## src/rtl/charram_dram_sequencer_pkg.sv

```systemverilog
// charram_dram_sequencer_pkg: shared widths, FSM encoding and address-mux helper
// for the 4416 character-RAM DRAM sequencer.
package charram_dram_sequencer_pkg;
    localparam int ROW_W   = 8;
    localparam int COL_W   = 6;
    localparam int ADDR_W  = 14;
    localparam int DATA_W  = 4;
    localparam int COL_LSB = 1;

    typedef enum logic [2:0] {
        S_IDLE, S_ROW, S_COL, S_XFER, S_DONE, S_PRE, S_RFSH
    } state_t;

    // Column phase puts addr[13:8] on DRAM pins [6:1]; pins 7 and 0 stay low.
    function automatic logic [ROW_W-1:0] col_addr(input logic [ADDR_W-1:0] a);
        return ROW_W'(a[ADDR_W-1 -: COL_W]) << COL_LSB;
    endfunction
endpackage

```

## src/rtl/charram_dram_sequencer_refresh_timer.sv

```systemverilog
// charram_dram_sequencer_refresh_timer: refresh interval timer, RAS-only row counter
// and pending/overdue flags; only built with CHARRAM_REFRESH_EN.
module charram_dram_sequencer_refresh_timer
    import charram_dram_sequencer_pkg::*;
#(
    parameter int INTERVAL = 60
) (
    input  logic             clk,
    input  logic             rst,
    input  logic             cen,
    input  logic             ack,
    output logic             pend,
    output logic             over,
    output logic [ROW_W-1:0] row
);
    logic [15:0]      cnt_q, cnt_d;
    logic             pend_q, pend_d, over_q, over_d, tick;
    logic [ROW_W-1:0] row_q, row_d;

    always_comb begin
        tick   = cen && cnt_q == 16'(INTERVAL - 1);
        cnt_d  = tick ? 16'd0 : cen ? cnt_q + 16'd1 : cnt_q;
        pend_d = ack ? 1'b0 : pend_q | tick;
        // A second expiry while still pending marks the refresh as overdue.
        over_d = ack ? 1'b0 : over_q | (tick & pend_q);
        row_d  = ack ? row_q + 1'b1 : row_q;
    end

    always_ff @(posedge clk or posedge rst) begin
        if (rst) begin
            cnt_q  <= '0;
            pend_q <= 1'b0;
            over_q <= 1'b0;
            row_q  <= '0;
        end else begin
            cnt_q  <= cnt_d;
            pend_q <= pend_d;
            over_q <= over_d;
            row_q  <= row_d;
        end
    end

    assign pend = pend_q;
    assign over = over_q;
    assign row  = row_q;
endmodule

```

## src/rtl/charram_dram_sequencer.sv

```systemverilog
// charram_dram_sequencer: 4416 DRAM access sequencer/arbiter for video and CPU.
// Define CHARRAM_REFRESH_EN to add RAS-only refresh.
module charram_dram_sequencer
    import charram_dram_sequencer_pkg::*;
#(
    parameter int CPU_STARVE_LIMIT = 2,
    parameter int REFRESH_INTERVAL = 60
) (
    input  logic              i_MCLK,
    input  logic              i_RST,
    input  logic              i_CEN,
    input  logic              i_VID_REQ,
    input  logic [ADDR_W-1:0] i_VID_ADDR,
    output logic [DATA_W-1:0] o_VID_DATA,
    output logic              o_VID_VALID,
    input  logic              i_CPU_REQ,
    input  logic              i_CPU_WE,
    input  logic [ADDR_W-1:0] i_CPU_ADDR,
    input  logic [DATA_W-1:0] i_CPU_DIN,
    output logic [DATA_W-1:0] o_CPU_DOUT,
    output logic              o_CPU_ACK,
    output logic [ROW_W-1:0]  o_DRAM_ADDR,
    output logic [DATA_W-1:0] o_DRAM_DIN,
    input  logic [DATA_W-1:0] i_DRAM_DOUT,
    output logic              o_RAS_n,
    output logic              o_CAS_n,
    output logic              o_WR_n,
    output logic              o_RD_n
);
    state_t            state_q, state_d;
    logic [7:0]        starve_q, starve_d;
    logic [ADDR_W-1:0] addr_q, addr_d;
    logic [DATA_W-1:0] din_q, din_d, vid_data_q, vid_data_d, cpu_dout_q, cpu_dout_d;
    logic              we_q, we_d, own_q, own_d, vid_valid_q, vid_valid_d, cpu_ack_q, cpu_ack_d;
    logic              cpu_win, rfsh_ack, rfsh_pend, rfsh_over;
    logic [ROW_W-1:0]  rfsh_row;

`ifdef CHARRAM_REFRESH_EN
    charram_dram_sequencer_refresh_timer #(.INTERVAL(REFRESH_INTERVAL)) u_refresh (
        .clk  (i_MCLK),
        .rst  (i_RST),
        .cen  (i_CEN),
        .ack  (rfsh_ack),
        .pend (rfsh_pend),
        .over (rfsh_over),
        .row  (rfsh_row)
    );
`else
    logic unused_rfsh;
    assign unused_rfsh = rfsh_ack ^ (^32'(REFRESH_INTERVAL));
    assign rfsh_pend   = 1'b0;
    assign rfsh_over   = 1'b0;
    assign rfsh_row    = '0;
`endif

    always_comb begin
        state_d     = state_q;
        starve_d    = starve_q;
        addr_d      = addr_q;
        we_d        = we_q;
        din_d       = din_q;
        own_d       = own_q;
        vid_data_d  = vid_data_q;
        cpu_dout_d  = cpu_dout_q;
        vid_valid_d = 1'b0;
        cpu_ack_d   = 1'b0;
        rfsh_ack    = 1'b0;
        cpu_win     = i_CPU_REQ && (!i_VID_REQ || starve_q == 8'(CPU_STARVE_LIMIT));
        if (i_CEN) begin
            case (state_q)
                S_IDLE: begin
                    if (rfsh_over) begin
                        state_d = S_RFSH;
                    end else if (cpu_win) begin
                        state_d  = S_ROW;
                        own_d    = 1'b1;
                        addr_d   = i_CPU_ADDR;
                        we_d     = i_CPU_WE;
                        din_d    = i_CPU_DIN;
                        starve_d = '0;
                    end else if (i_VID_REQ) begin
                        state_d  = S_ROW;
                        own_d    = 1'b0;
                        addr_d   = i_VID_ADDR;
                        we_d     = 1'b0;
                        starve_d = i_CPU_REQ ? starve_q + 8'd1 : starve_q;
                    end else if (rfsh_pend) begin
                        state_d = S_RFSH;
                    end
                end
                S_ROW:  state_d = S_COL;
                S_COL:  state_d = S_XFER;
                S_XFER: state_d = S_DONE;
                S_DONE: begin
                    state_d     = S_PRE;
                    cpu_ack_d   = own_q;
                    vid_valid_d = !own_q;
                    vid_data_d  = own_q ? vid_data_q : i_DRAM_DOUT;
                    cpu_dout_d  = own_q && !we_q ? i_DRAM_DOUT : cpu_dout_q;
                end
                S_RFSH: begin
                    state_d  = S_PRE;
                    rfsh_ack = 1'b1;
                end
                default: state_d = S_IDLE;
            endcase
        end
    end

    always_ff @(posedge i_MCLK or posedge i_RST) begin
        if (i_RST) begin
            state_q     <= S_IDLE;
            starve_q    <= '0;
            addr_q      <= '0;
            we_q        <= 1'b0;
            din_q       <= '0;
            own_q       <= 1'b0;
            vid_data_q  <= '0;
            cpu_dout_q  <= '0;
            vid_valid_q <= 1'b0;
            cpu_ack_q   <= 1'b0;
        end else begin
            state_q     <= state_d;
            starve_q    <= starve_d;
            addr_q      <= addr_d;
            we_q        <= we_d;
            din_q       <= din_d;
            own_q       <= own_d;
            vid_data_q  <= vid_data_d;
            cpu_dout_q  <= cpu_dout_d;
            vid_valid_q <= vid_valid_d;
            cpu_ack_q   <= cpu_ack_d;
        end
    end

    // Strobes decode straight from the async-reset state so reset releases them at once.
    assign o_RAS_n     = !(state_q inside {S_ROW, S_COL, S_XFER, S_RFSH});
    assign o_CAS_n     = !(state_q inside {S_COL, S_XFER});
    assign o_RD_n      = !(state_q == S_XFER && !we_q);
    assign o_WR_n      = !(state_q == S_XFER && we_q);
    assign o_DRAM_ADDR = state_q == S_ROW ? addr_q[ROW_W-1:0]
                       : state_q inside {S_COL, S_XFER} ? col_addr(addr_q)
                       : state_q == S_RFSH ? rfsh_row : '0;
    assign o_DRAM_DIN  = din_q;
    assign o_VID_DATA  = vid_data_q;
    assign o_VID_VALID = vid_valid_q;
    assign o_CPU_DOUT  = cpu_dout_q;
    assign o_CPU_ACK   = cpu_ack_q;
endmodule

```

## config.mk

```make
export PLATFORM = sky130hd
export DESIGN_NAME = charram_dram_sequencer
export DESIGN_NICKNAME = d
export VERILOG_FILES = /design/src/rtl/charram_dram_sequencer_pkg.sv /design/src/rtl/charram_dram_sequencer_refresh_timer.sv /design/src/rtl/charram_dram_sequencer.sv
export SDC_FILE = /design/constraint.sdc
export NUM_CORES = 1
export LEC_CHECK = 0
export BUFFER_PORTS_ARGS = -buffer_cell sky130_fd_sc_hd__buf_2
export CAP_MARGIN = 20
export CORE_ASPECT_RATIO = 0.5
export CORE_MARGIN = 10
export CORE_UTILIZATION = 54
export DETAILED_ROUTE_END_ITERATION = 8
export PLACE_DENSITY_LB_ADDON = 0.08
export SLEW_MARGIN = 20
export SYNTH_ARGS = -nofsm -noshare
export SYNTH_HDL_FRONTEND = slang
export SYNTH_HIERARCHICAL = 1
export SYNTH_SLANG_ARGS = --single-unit
export TNS_END_PERCENT = 30
```

## constraint.sdc

```tcl
create_clock -name i_MCLK -period 3.6 [get_ports i_MCLK]
set_input_delay 0.36 -clock i_MCLK [delete_from_list [all_inputs] [get_ports i_MCLK]]
set_output_delay 0.36 -clock i_MCLK [all_outputs]
set_load 0.02 [all_outputs]
```

Yosys cells after proc, flatten, opt, wreduce, memory -nomap -nowiden:

Cells that the tools add are included.

* reduce and logical (&&, ||, !) cells: 24
* bitwise operators: 1
* add/subtract/negate cells: 1
* muxes and demuxes: 17
* equality and inequality tests: 7

Operator list (number)
* 8-bit two-way mux: 4
* 14-bit two-way mux: 2
* 3-bit one-hot mux with 5 select lines: 1
* 3-bit AND reduction: 4
* 8-bit by 1-bit adder with 8-bit output (second input constant): 1
* 8-bit by 2-bit == test with 1-bit output (second input constant): 1
* 1-bit logical NOT: 7
* 1-bit two-way mux: 7
* 7-bit two-way mux: 1
* 3-bit by 2-bit == test with 1-bit output (second input constant): 2
* 3-bit == test (second input constant): 2
* 3-bit two-way mux: 2
* 2-bit nonzero test: 3
* 1-bit logical AND: 4
* 4-bit AND reduction: 1
* 4-bit nonzero test: 1
* 3-bit by 1-bit == test with 1-bit output (second input constant): 1
* 3-bit logical NOT: 1
* 3-bit inequality test (second input constant): 1
* 2-bit AND reduction: 1
* 2-bit OR reduction: 1
* 1-bit logical OR: 1
* 1-bit NOT: 1

* logic and storage cells: 60
* register bits: 41
* input bits: 42

Longest topological paths before layout:

Gate-level depths: netlist of run 1.

* depth after elaboration: 5
* depth in mapped cells: 7
* depth with buffers taken out: 6

Worst setup path after synthesis of run 1:

Ideal clock, no wire load.

* kind: register to register
* start point: register starve_q[0]
* end point: register din_q[0] (netlist: o_DRAM_DIN[0])
* library setup time: 0.127 ns
* slack: 1.520 ns
* data arrival time: 1.953 ns
* data required time: 3.473 ns
* buffers on the path: 1
* cell stages (with the launch flop): 8
* cells stage by stage: dfrtp_1 -> inv_1 -> ha_1 -> or4b_4 -> a2bb2oi_2 -> nor4_4 -> buf_6 -> mux2_1

* longest elaborated chain between the ends: 4

Ends and longest elaborated chain
* start, declared: RTL line charram_dram_sequencer.sv:31 `logic [7:0] starve_q, starve_d;`
* start signal, assigned: RTL line charram_dram_sequencer.sv:124 `starve_q <= starve_d;`
* 8-bit by 2-bit == test with 1-bit output: RTL line charram_dram_sequencer.sv:68 `cpu_win = i_CPU_REQ && (!i_VID_REQ || starve_q == 8'(CPU_STARVE_LIMIT));`
* 1-bit logical OR: RTL line charram_dram_sequencer.sv:68
* 1-bit logical AND: RTL line charram_dram_sequencer.sv:68
* 3-bit AND reduction (no source line)
* end signal, assigned: RTL line charram_dram_sequencer.sv:127 `din_q <= din_d;`
* end, declared: RTL line charram_dram_sequencer.sv:33 `logic [DATA_W-1:0] din_q, din_d, vid_data_q, vid_data_d, cpu_dout_q, cpu_dout_d;`

Every way passes these cells.
A chain may end at the register's enable or synchronous reset.

Final worst setup path of run 1:

* start point: register starve_q[0]
* end point: register din_q[2] (netlist: o_DRAM_DIN[2])

Same word-level chain as after synthesis.

==> results of run 1 <==
metrics by stage:
stage / power, W / utilization [%]
finish: 0.00198 / 72.0
global route: 0.00213 / 72.0
CTS: 0.00201 / 72.0
detailed placement: 0.00163 / 68.4
global placement: 0.00160 / 68.4
floorplan: 0.00136 / -
report_power, final:
group | total (W) | switching (W) | internal, W
combinational | 0.000793 | 0.000454 | 0.000339
clock | 0.000377 | 0.000169 | 0.000207
sequential | 0.000812 | 0.000171 | 0.000641
kinds of logic (layout without fill, tap and decap cells):
family	count (synthesis)	count (layout)	synth area share, %
multiplexers	29	29	15.3
XOR/XNOR	6	6	2.60
buffers and inverters	15	85	3.28
adder cells (fa/ha/maj)	2	2	1.24
AND/OR/NAND/NOR	61	61	18.0
AO/OA/AOI/OAI	28	28	8.96
flip-flops	41	41	50.7
routing by layer:
metal	up-vias	part of all wire, %	global-route usage, %	wire length [um]
met1	732	45	17.5	2040
met4	0	1.5	4.70	68
li1	785	-	-	-
met2	47	46	21.5	2090
met3	8	8.0	5.78	365
met5	-	0	0	0
timing repair:
| action | CTS | global route |
|---|---|---|
| hold endpoints to repair | 4 | 0 |
| gates resized for setup | 0 | 0 |
| hold buffers | 1 | 0 |
layout make-up:
cell class / count / area share, %
flip-flops and latches: 41 / 40.6
multi-input cells: 126 / 36.9
repair buffers: 71 / 14.6
clock buffers: 5 / 2.72
well taps: 51 / 2.52
clock inverters: 3 / 1.83
inverters: 6 / 0.891
registers in the layout, summed over array words and instances (netlist names):
register and flops:
o_DRAM_DIN 4, we_q 1, addr_q 14, o_VID_DATA 4
o_CPU_DOUT 4, own_q 1, starve_q 8, state_q 3
o_CPU_ACK 1, o_VID_VALID 1
placed cells by master, fill, tap and decap left out, types with 2 or more instances in the layout:
cell type,instances
nand2b_1,3
nand3_1,5
a21o_1,2
nand4_1,2
nor2_1,27
mux2_1,2
and4_1,3
inv_1,6
clkbuf_8,5
nor4_4,2
nor2b_1,2
buf_2,67
nand2_1,4
a22oi_1,6
ha_1,2
o21ai_0,2
buf_4,3
xor2_1,6
dfrtp_1,41
a21oi_1,13
mux2_2,13
and3_1,3
mux2i_1,14
critical path, stage by stage (launching register included):
cell and delay, ns:
dfrtp_1 0.46, inv_1 0.09, ha_1 0.13, or4b_4 0.47
a2bb2oi_2 0.17, buf_4 0.21, nor4_4 0.51, mux2_2 0.41
worst max path at each step:
stage                                           end  slack (ns)  cells past startpoint
after global placement    o_DRAM_DIN[2]$_DFFE_PP0P_        1.09                      7
after floorplan           o_DRAM_DIN[0]$_DFFE_PP0P_        1.52                      7
final                     o_DRAM_DIN[2]$_DFFE_PP0P_        1.04                      7
after CTS                 o_DRAM_DIN[2]$_DFFE_PP0P_        1.03                      7
after global routing      o_DRAM_DIN[2]$_DFFE_PP0P_        0.90                      7
after detailed placement  o_DRAM_DIN[2]$_DFFE_PP0P_        1.05                      7
==> reports/qor.yml, run 1 <==
outcome:
  status: "finished clean"
sta:
  clock.fmax_ghz: 0.391
  rsz0062_at_grt: "false"
  tns_ns: 0
  worstMarginPinSlew_ns: 0.680
  worst_slack_ns: 1.04
  setup_violations: 0
  relSlewSlack_pct: 54.7
  finClkSkew_ns: 0.00506
  drv_slew: 0
  fin_crit_ns: 2.56
  hold_viol: 0
  hold_slack_ns: 0.268
  finalCritPeriodShare_pct: 71.1
route:
  drt_iter0_markers: 66
  drcViolationCount: 0
  vias: 1572
  first_pass_iters: 4
  postRouteAntennaNets: 0
  wl_per_cell_um: 15.1
  viasPerCell: 5.19
  finalWirelength_mm: 4.57
setup_path:
  path_class: "reg2reg"
  r2r_cells: 7
  r2r_setup_slack_ns: 1.04
  worstReg2RegStart: "starve_q[0]$_DFFE_PP0P_"
  cp-startpoint: "starve_q[0]$_DFFE_PP0P_"
  worstPathArrival_ns: 2.75
  cp_max_fo: 15
  r2r_end: "o_DRAM_DIN[2]$_DFFE_PP0P_"
  start_kind: "register"
  required_ns: 3.79
  critPathCaptureType: "register"
min_path:
  hold_depth: 2
  min-delay-start: "i_CPU_DIN[0]"
  min_path_type: "in2reg"
  whs_endpoint: "o_DRAM_DIN[0]$_DFFE_PP0P_"
synthesis:
  synthFlopType: "dfrtp_1"
  synth_area_leaders: "dfrtp_1 51%, mux2_2 7.2%, mux2i_1 6.9%"
  synth-edff-count: 0
  syn_area_per_cell_sq_um: 11.1
  yosys_register_bits: 41
  syn_area_sq_mm: 0.00202
  synth.distinct_cells: 38
  yosysSeqAreaShare_pct: 50.7
  ys_warn_count: 6
  async_flop_share_pct: 100
  yosys.area.top_type_share_pct: 50.7
  synthTopCellsByCount: "41 x dfrtp_1, 27 x nor2_1, 14 x mux2i_1"
  synthCells: 182
  synth_top_area_cell: "dfrtp_1"
  synth.most_common_cell: "dfrtp_1"
  synth_nets: 226
grt:
  grt_pass1_wl_mm: 7.75
  grt_usage_pct: 14.1
  grt_antenna_before_repair: 0
  grt_max_degree: 38
  grt_pass1_vias: 1657
  overflow: 0
clocking:
  htree_levels: 2
  clock_sinks: 41
  clockBufferDepth: 2
  clock_tree.root_cell: "clkbuf_8"
  cts_buffers: 5
  cts.clk_slew.worst_paths_ns: 0.08
  clk_latency_ns: 0.30
  tritoncts: "yes"
  cts_setup_buffers: 0
placement:
  port_buffers: 67
  place_ws_ns: 1.05
  globalplace.congestion: 0.784
  place_inst: 294
  placed_cell_area_sq_mm: 0.00240
  dp_hpwl_mm: 3.45
final_layout:
  drive_gt1_share_pct: 38.5
  diodes: 0
  regArea_sq_mm: 0.00103
  area_growth_pct: 24.8
  fin_nets: 295
  final.fill_count: 267
  finalInstanceArea_sq_mm: 0.00253
  multiInputGateArea_sq_um: 932
  stdcell_count: 303
die:
  row_count: 15
  start_util_pct: 57.7
  core_area_sq_mm: 0.00351
  dieArea_sq_mm: 0.00675
  die-width_um: 107
  io_pins: 68
  dieHeight_um: 63.3
run:
  maxCapViolCount: 0
pwr:
  power.density_mw_per_mm2: 784
  irDropWorstVdd_uv: 394
  p_leak_nw: 1.30
Note: power is estimated with default switching activity, not from simulation.
==> run 2: changes to the inputs <==
- CORE_UTILIZATION: 54 -> 45
- clock period: 3.6 -> 2.15 ns (I/O delays scaled with it)
==> reports/qor.yml, run 2 (same netlist as run 1, synthesis figures left out) <==
outcome:
  status: "finished, violations left"
  violations: "hold timing"
placement:
  dp_hpwl_mm: 3.73
  port_buffers: 67
  placed_cell_area_sq_mm: 0.00247
  place_ws_ns: 0.111
  globalplace.congestion: 0.792
  place_inst: 308
setup_path:
  crit_family: "simple AND/OR/NAND/NOR gates"
  cp_max_fo: 5
  start_kind: "register"
  slowest_stage: "or4b_4"
  crit_chain: "inv_1, ha_1, or4b_4, a2bb2oi_2, nor4_4, mux2_2"
  critPathCaptureType: "register"
  worstPathArrival_ns: 2.21
  r2r_setup_slack_ns: 0.13
  path_class: "reg2reg"
  required_ns: 2.34
  cp_num_buf_inv: 1
  max_stage_delay_ns: 0.47
  r2r_cells: 6
  worstReg2RegStart: "starve_q[0]$_DFFE_PP0P_"
  r2r_end: "o_DRAM_DIN[2]$_DFFE_PP0P_"
sta:
  tns_ns: 0
  finalCritPeriodShare_pct: 93.9
  rsz0062_at_grt: "false"
  worst_slack_ns: 0.130
  worstMarginPinSlew_ns: 0.592
  fin_crit_ns: 2.02
  setup_violations: 0
  hold_slack_ns: -0.0297
  finClkSkew_ns: 0.00692
  clock.fmax_ghz: 0.495
  relSlewSlack_pct: 60.5
  hold_viol: 26
  drv_slew: 0
clocking:
  tritoncts: "yes"
  clock_tree.root_cell: "clkbuf_8"
  htree_levels: 2
  clockBufferDepth: 2
  clk_latency_ns: 0.30
  clock_sinks: 41
  cts_buffers: 5
  cts_setup_buffers: 0
  cts.clk_slew.worst_paths_ns: 0.08
final_layout:
  final_common_cell: "buf_2"
  stdcell_count: 316
  fin_nets: 302
  largest_reg_flops: 14
  drive_gt1_share_pct: 41.3
  diodes: 0
  top_regs: "addr_q x14, starve_q x8"
  finalInstanceArea_sq_mm: 0.00259
  final_util_pct: 59.3
  mostFrequentLayoutCells: "67 x buf_2, 40 x dfrtp_1, 27 x nor2_1"
  top_register: "addr_q"
  area_growth_pct: 27.8
route:
  drt_iter0_markers: 60
  postRouteAntennaNets: 0
  top_layer: "met4"
  wl_met1_mm: 2.18
  viasPerCell: 5.10
  drcViolationCount: 0
  vias: 1613
  finalWirelength_mm: 4.79
  wl_per_cell_um: 15.1
  dr_wl_met2_mm: 2.24
  wl_met3_um: 313
  first_pass_iters: 4
pwr:
  power.density_mw_per_mm2: 1310
  irDropWorstVdd_uv: 477
  p_leak_nw: 1.34
grt:
  grt_usage_pct: 13.1
  grt_pass1_vias: 1725
  grt_max_degree: 29
  overflow: 0
  grt_pass1_wl_mm: 8.20
  grt_antenna_before_repair: 0
min_path:
  min_path_type: "in2async"
run:
  maxCapViolCount: 0
die:
  die-width_um: 115
  dieHeight_um: 67.4
  start_util_pct: 46.4
  dieArea_sq_mm: 0.00774
  row_count: 17
  io_pins: 68
  core_area_sq_mm: 0.00436
run 2: cell count changes in the layout (fill, tap and decap cells not counted):
cell	delta
buf_4	+8
dfrtp_1	-1
dfrtp_2	+1
dlygate4sd3_1	-1
inv_1	-1
inv_2	+1
run 2: per-stage QoR:
stage               hold WS (ns)  total power (W)
finish                   -0.0297          0.00338
global route              0.0306          0.00364
CTS                       0.0393          0.00343
detailed placement         0.375          0.00279
global placement           0.368          0.00275
floorplan                  0.314          0.00228
run 2: worst max path at each step:
stage          cells past startpoint  slack (ns)                     from                        end
2_1_floorplan                      7        0.07  starve_q[0]$_DFFE_PP0P_  o_DRAM_DIN[0]$_DFFE_PP0P_
3_3_place_gp                       5        0.16  starve_q[1]$_DFFE_PP0P_  o_DRAM_DIN[2]$_DFFE_PP0P_
3_5_place_dp                       5        0.11  starve_q[1]$_DFFE_PP0P_  o_DRAM_DIN[1]$_DFFE_PP0P_
4_1_cts                            5        0.08  starve_q[1]$_DFFE_PP0P_  o_DRAM_DIN[2]$_DFFE_PP0P_
5_1_grt                            4        0.03   state_q[0]$_DFFE_PP0P_             o_DRAM_ADDR[6]
6_report                           6        0.13  starve_q[0]$_DFFE_PP0P_  o_DRAM_DIN[2]$_DFFE_PP0P_
run 2: area by class of cell:
class | instances | area (sq um)
flip-flops and latches | 41 | 1030
inverters | 6 | 22.5
well taps | 57 | 71.3
clock inverters | 3 | 46.3
multi-input cells | 126 | 932
fillers | 391 | 1770
clock buffers | 5 | 68.8
repair buffers | 78 | 418
run 2: where the power goes:
| group | total [W] | internal, W | switching, W |
|---|---|---|---|
| sequential | 0.00131 | 0.00108 | 0.000232 |
| combinational | 0.00144 | 0.000616 | 0.000823 |
| clock | 0.000632 | 0.000347 | 0.000284 |
run 2: routing by layer:
metal / vias up / global-route usage (%)
li1: 800 / -
met1: 764 / 16.1
met2: 45 / 21.2
met3: 4 / 5.04
met4: 0 / 4.14
met5: - / 0
run 2: repair_timing:
action | 4_1_cts | 5_1_grt
setup endpoints to repair | 0 | 4
resized for setup | 0 | 1
hold endpoints to repair | 0 | 0
hold buffers | 0 | 0
==> run 3: changes to the inputs <==
- CORE_ASPECT_RATIO: 0.5 -> 0.6
==> reports/qor.yml, run 3 (same netlist as run 1, synthesis figures left out) <==
final_layout:
  diodes: 0
  fin_nets: 303
  largest_reg_flops: 14
  regArea_sq_mm: 0.00103
  area_growth_pct: 29.5
  final_util_pct: 62.3
  final_common_cell: "buf_2"
  mostFrequentLayoutCells: "67 x buf_2, 41 x dfrtp_1, 27 x nor2_1"
  multiInputGateArea_sq_um: 950
  top_register: "addr_q"
  final.fill_count: 374
  drive_gt1_share_pct: 41.2
  top_regs: "addr_q x14, starve_q x8"
die:
  row_count: 18
  dieArea_sq_mm: 0.00767
  die-width_um: 107
  start_util_pct: 48.1
  dieHeight_um: 72.0
  core_area_sq_mm: 0.00421
  io_pins: 68
setup_path:
  worstPathArrival_ns: 2.31
  cp-endpoint: "o_DRAM_DIN[0]$_DFFE_PP0P_"
  critPathCaptureType: "register"
  start_kind: "register"
  worstReg2RegStart: "starve_q[0]$_DFFE_PP0P_"
  required_ns: 2.33
  cp_max_fo: 5
  crit_chain: "inv_1, ha_1, or4b_4, a2bb2oi_4, nor4_4, buf_6, mux2_1"
  cp-startpoint: "starve_q[0]$_DFFE_PP0P_"
  r2r_cells: 7
  max_stage_delay_ns: 0.48
  r2r_setup_slack_ns: 0.02
  r2r_end: "o_DRAM_DIN[0]$_DFFE_PP0P_"
  path_class: "reg2reg"
  slowest_stage: "or4b_4"
route:
  drcViolationCount: 0
  drt_iter0_markers: 98
  vias: 1612
  first_pass_iters: 4
  wl_per_cell_um: 15.7
  viasPerCell: 5.04
  finalWirelength_mm: 5.02
  postRouteAntennaNets: 0
grt:
  overflow: 0
  grt_usage_pct: 13.3
  grt_pass1_vias: 1683
  grt_pass1_wl_mm: 8.38
  grt_antenna_before_repair: 0
  grt_max_degree: 42
sta:
  worst_slack_ns: 0.0156
  finalCritPeriodShare_pct: 99.3
  worstMarginPinSlew_ns: 0.626
  rsz0062_at_grt: "true"
  finClkSkew_ns: 0.00519
  relSlewSlack_pct: 58.2
  fin_crit_ns: 2.13
  hold_viol: 0
  setup_violations: 0
  clock.fmax_ghz: 0.469
  drv_slew: 0
clocking:
  clock_sinks: 41
  cts.clk_slew.worst_paths_ns: 0.08
  clk_latency_ns: 0.29
  clockBufferDepth: 2
  tritoncts: "yes"
  htree_levels: 2
  ctsHoldBuffers: 0
  clock_tree.root_cell: "clkbuf_8"
  cts_buffers: 5
run:
  maxCapViolCount: 0
pwr:
  power.density_mw_per_mm2: 1310
  irDropWorstVdd_uv: 793
  p_leak_nw: 1.35
placement:
  place_ws_ns: 0.0765
  dp_hpwl_mm: 3.75
  port_buffers: 67
  globalplace.congestion: 0.818
outcome:
  status: "finished clean"
min_path:
  min_path_type: "in2async"
## run 3: worst min path at each step
stage                from                         to  cells past startpoint
finish              i_RST  o_CPU_DOUT[1]$_DFFE_PP0P_                      3
global route        i_RST  o_DRAM_DIN[3]$_DFFE_PP0P_                      3
CTS                 i_RST  o_VID_DATA[2]$_DFFE_PP0P_                      3
detailed placement  i_RST  o_VID_DATA[2]$_DFFE_PP0P_                      3
global placement    i_RST  o_VID_DATA[2]$_DFFE_PP0P_                      3
floorplan           i_CEN     state_q[1]$_DFFE_PP0P_                      1
## run 3: final cells by class
class / count / area share [%]
flip-flops and latches: 41 / 39.1
multi-input cells: 126 / 36.2
repair buffers: 79 / 16.4
clock buffers: 6 / 3.15
well taps: 60 / 2.86
clock inverters: 2 / 1.43
inverters: 6 / 0.859
## run 3: stage by stage
stage	area [sq um]	hold WS [ns]	std cells	power, W	TNS (ns)
after floorplan	2020	0.314	182	0.00228	0
after global placement	2460	0.365	309	0.00277	0
after detailed placement	2460	0.366	309	0.00279	0
after CTS	2580	0.0516	317	0.00344	0
after global routing	2620	0.0921	320	0.00370	-0.193
final	2620	0.0347	320	0.00345	0
## run 3: critical path: cells and delay by family (launching register included)
family                     cells  cell delay (ns)
DFF                            1             0.38
muxes                          1             0.32
and+or+nand+nor                2             0.76
buffers and inverters          2             0.22
AOI/OAI and AO/OA              1             0.20
adders and majority gates      1             0.14
## run 3: layer usage
layer | up-vias | routed length [um] | track usage [%]
met4 | 0 | 23 | 2.69
met3 | 5 | 536 | 5.91
met2 | 69 | 2000 | 17.7
met1 | 731 | 2460 | 19.3
li1 | 807 | - | -
met5 | - | 0 | 0
## run 3: repair_timing
item                       4_1_cts  5_1_grt
hold endpoints to repair         0        0
buffers inserted                 0        3
setup endpoints to repair        0        9
resized for setup                0        4
## run 3: report_power, final
part           internal [W]  switching [W]  total [W]
sequential          0.00108       0.000236    0.00131
clock              0.000377       0.000263   0.000640
combinational      0.000645       0.000851    0.00150
total               0.00210        0.00135    0.00345
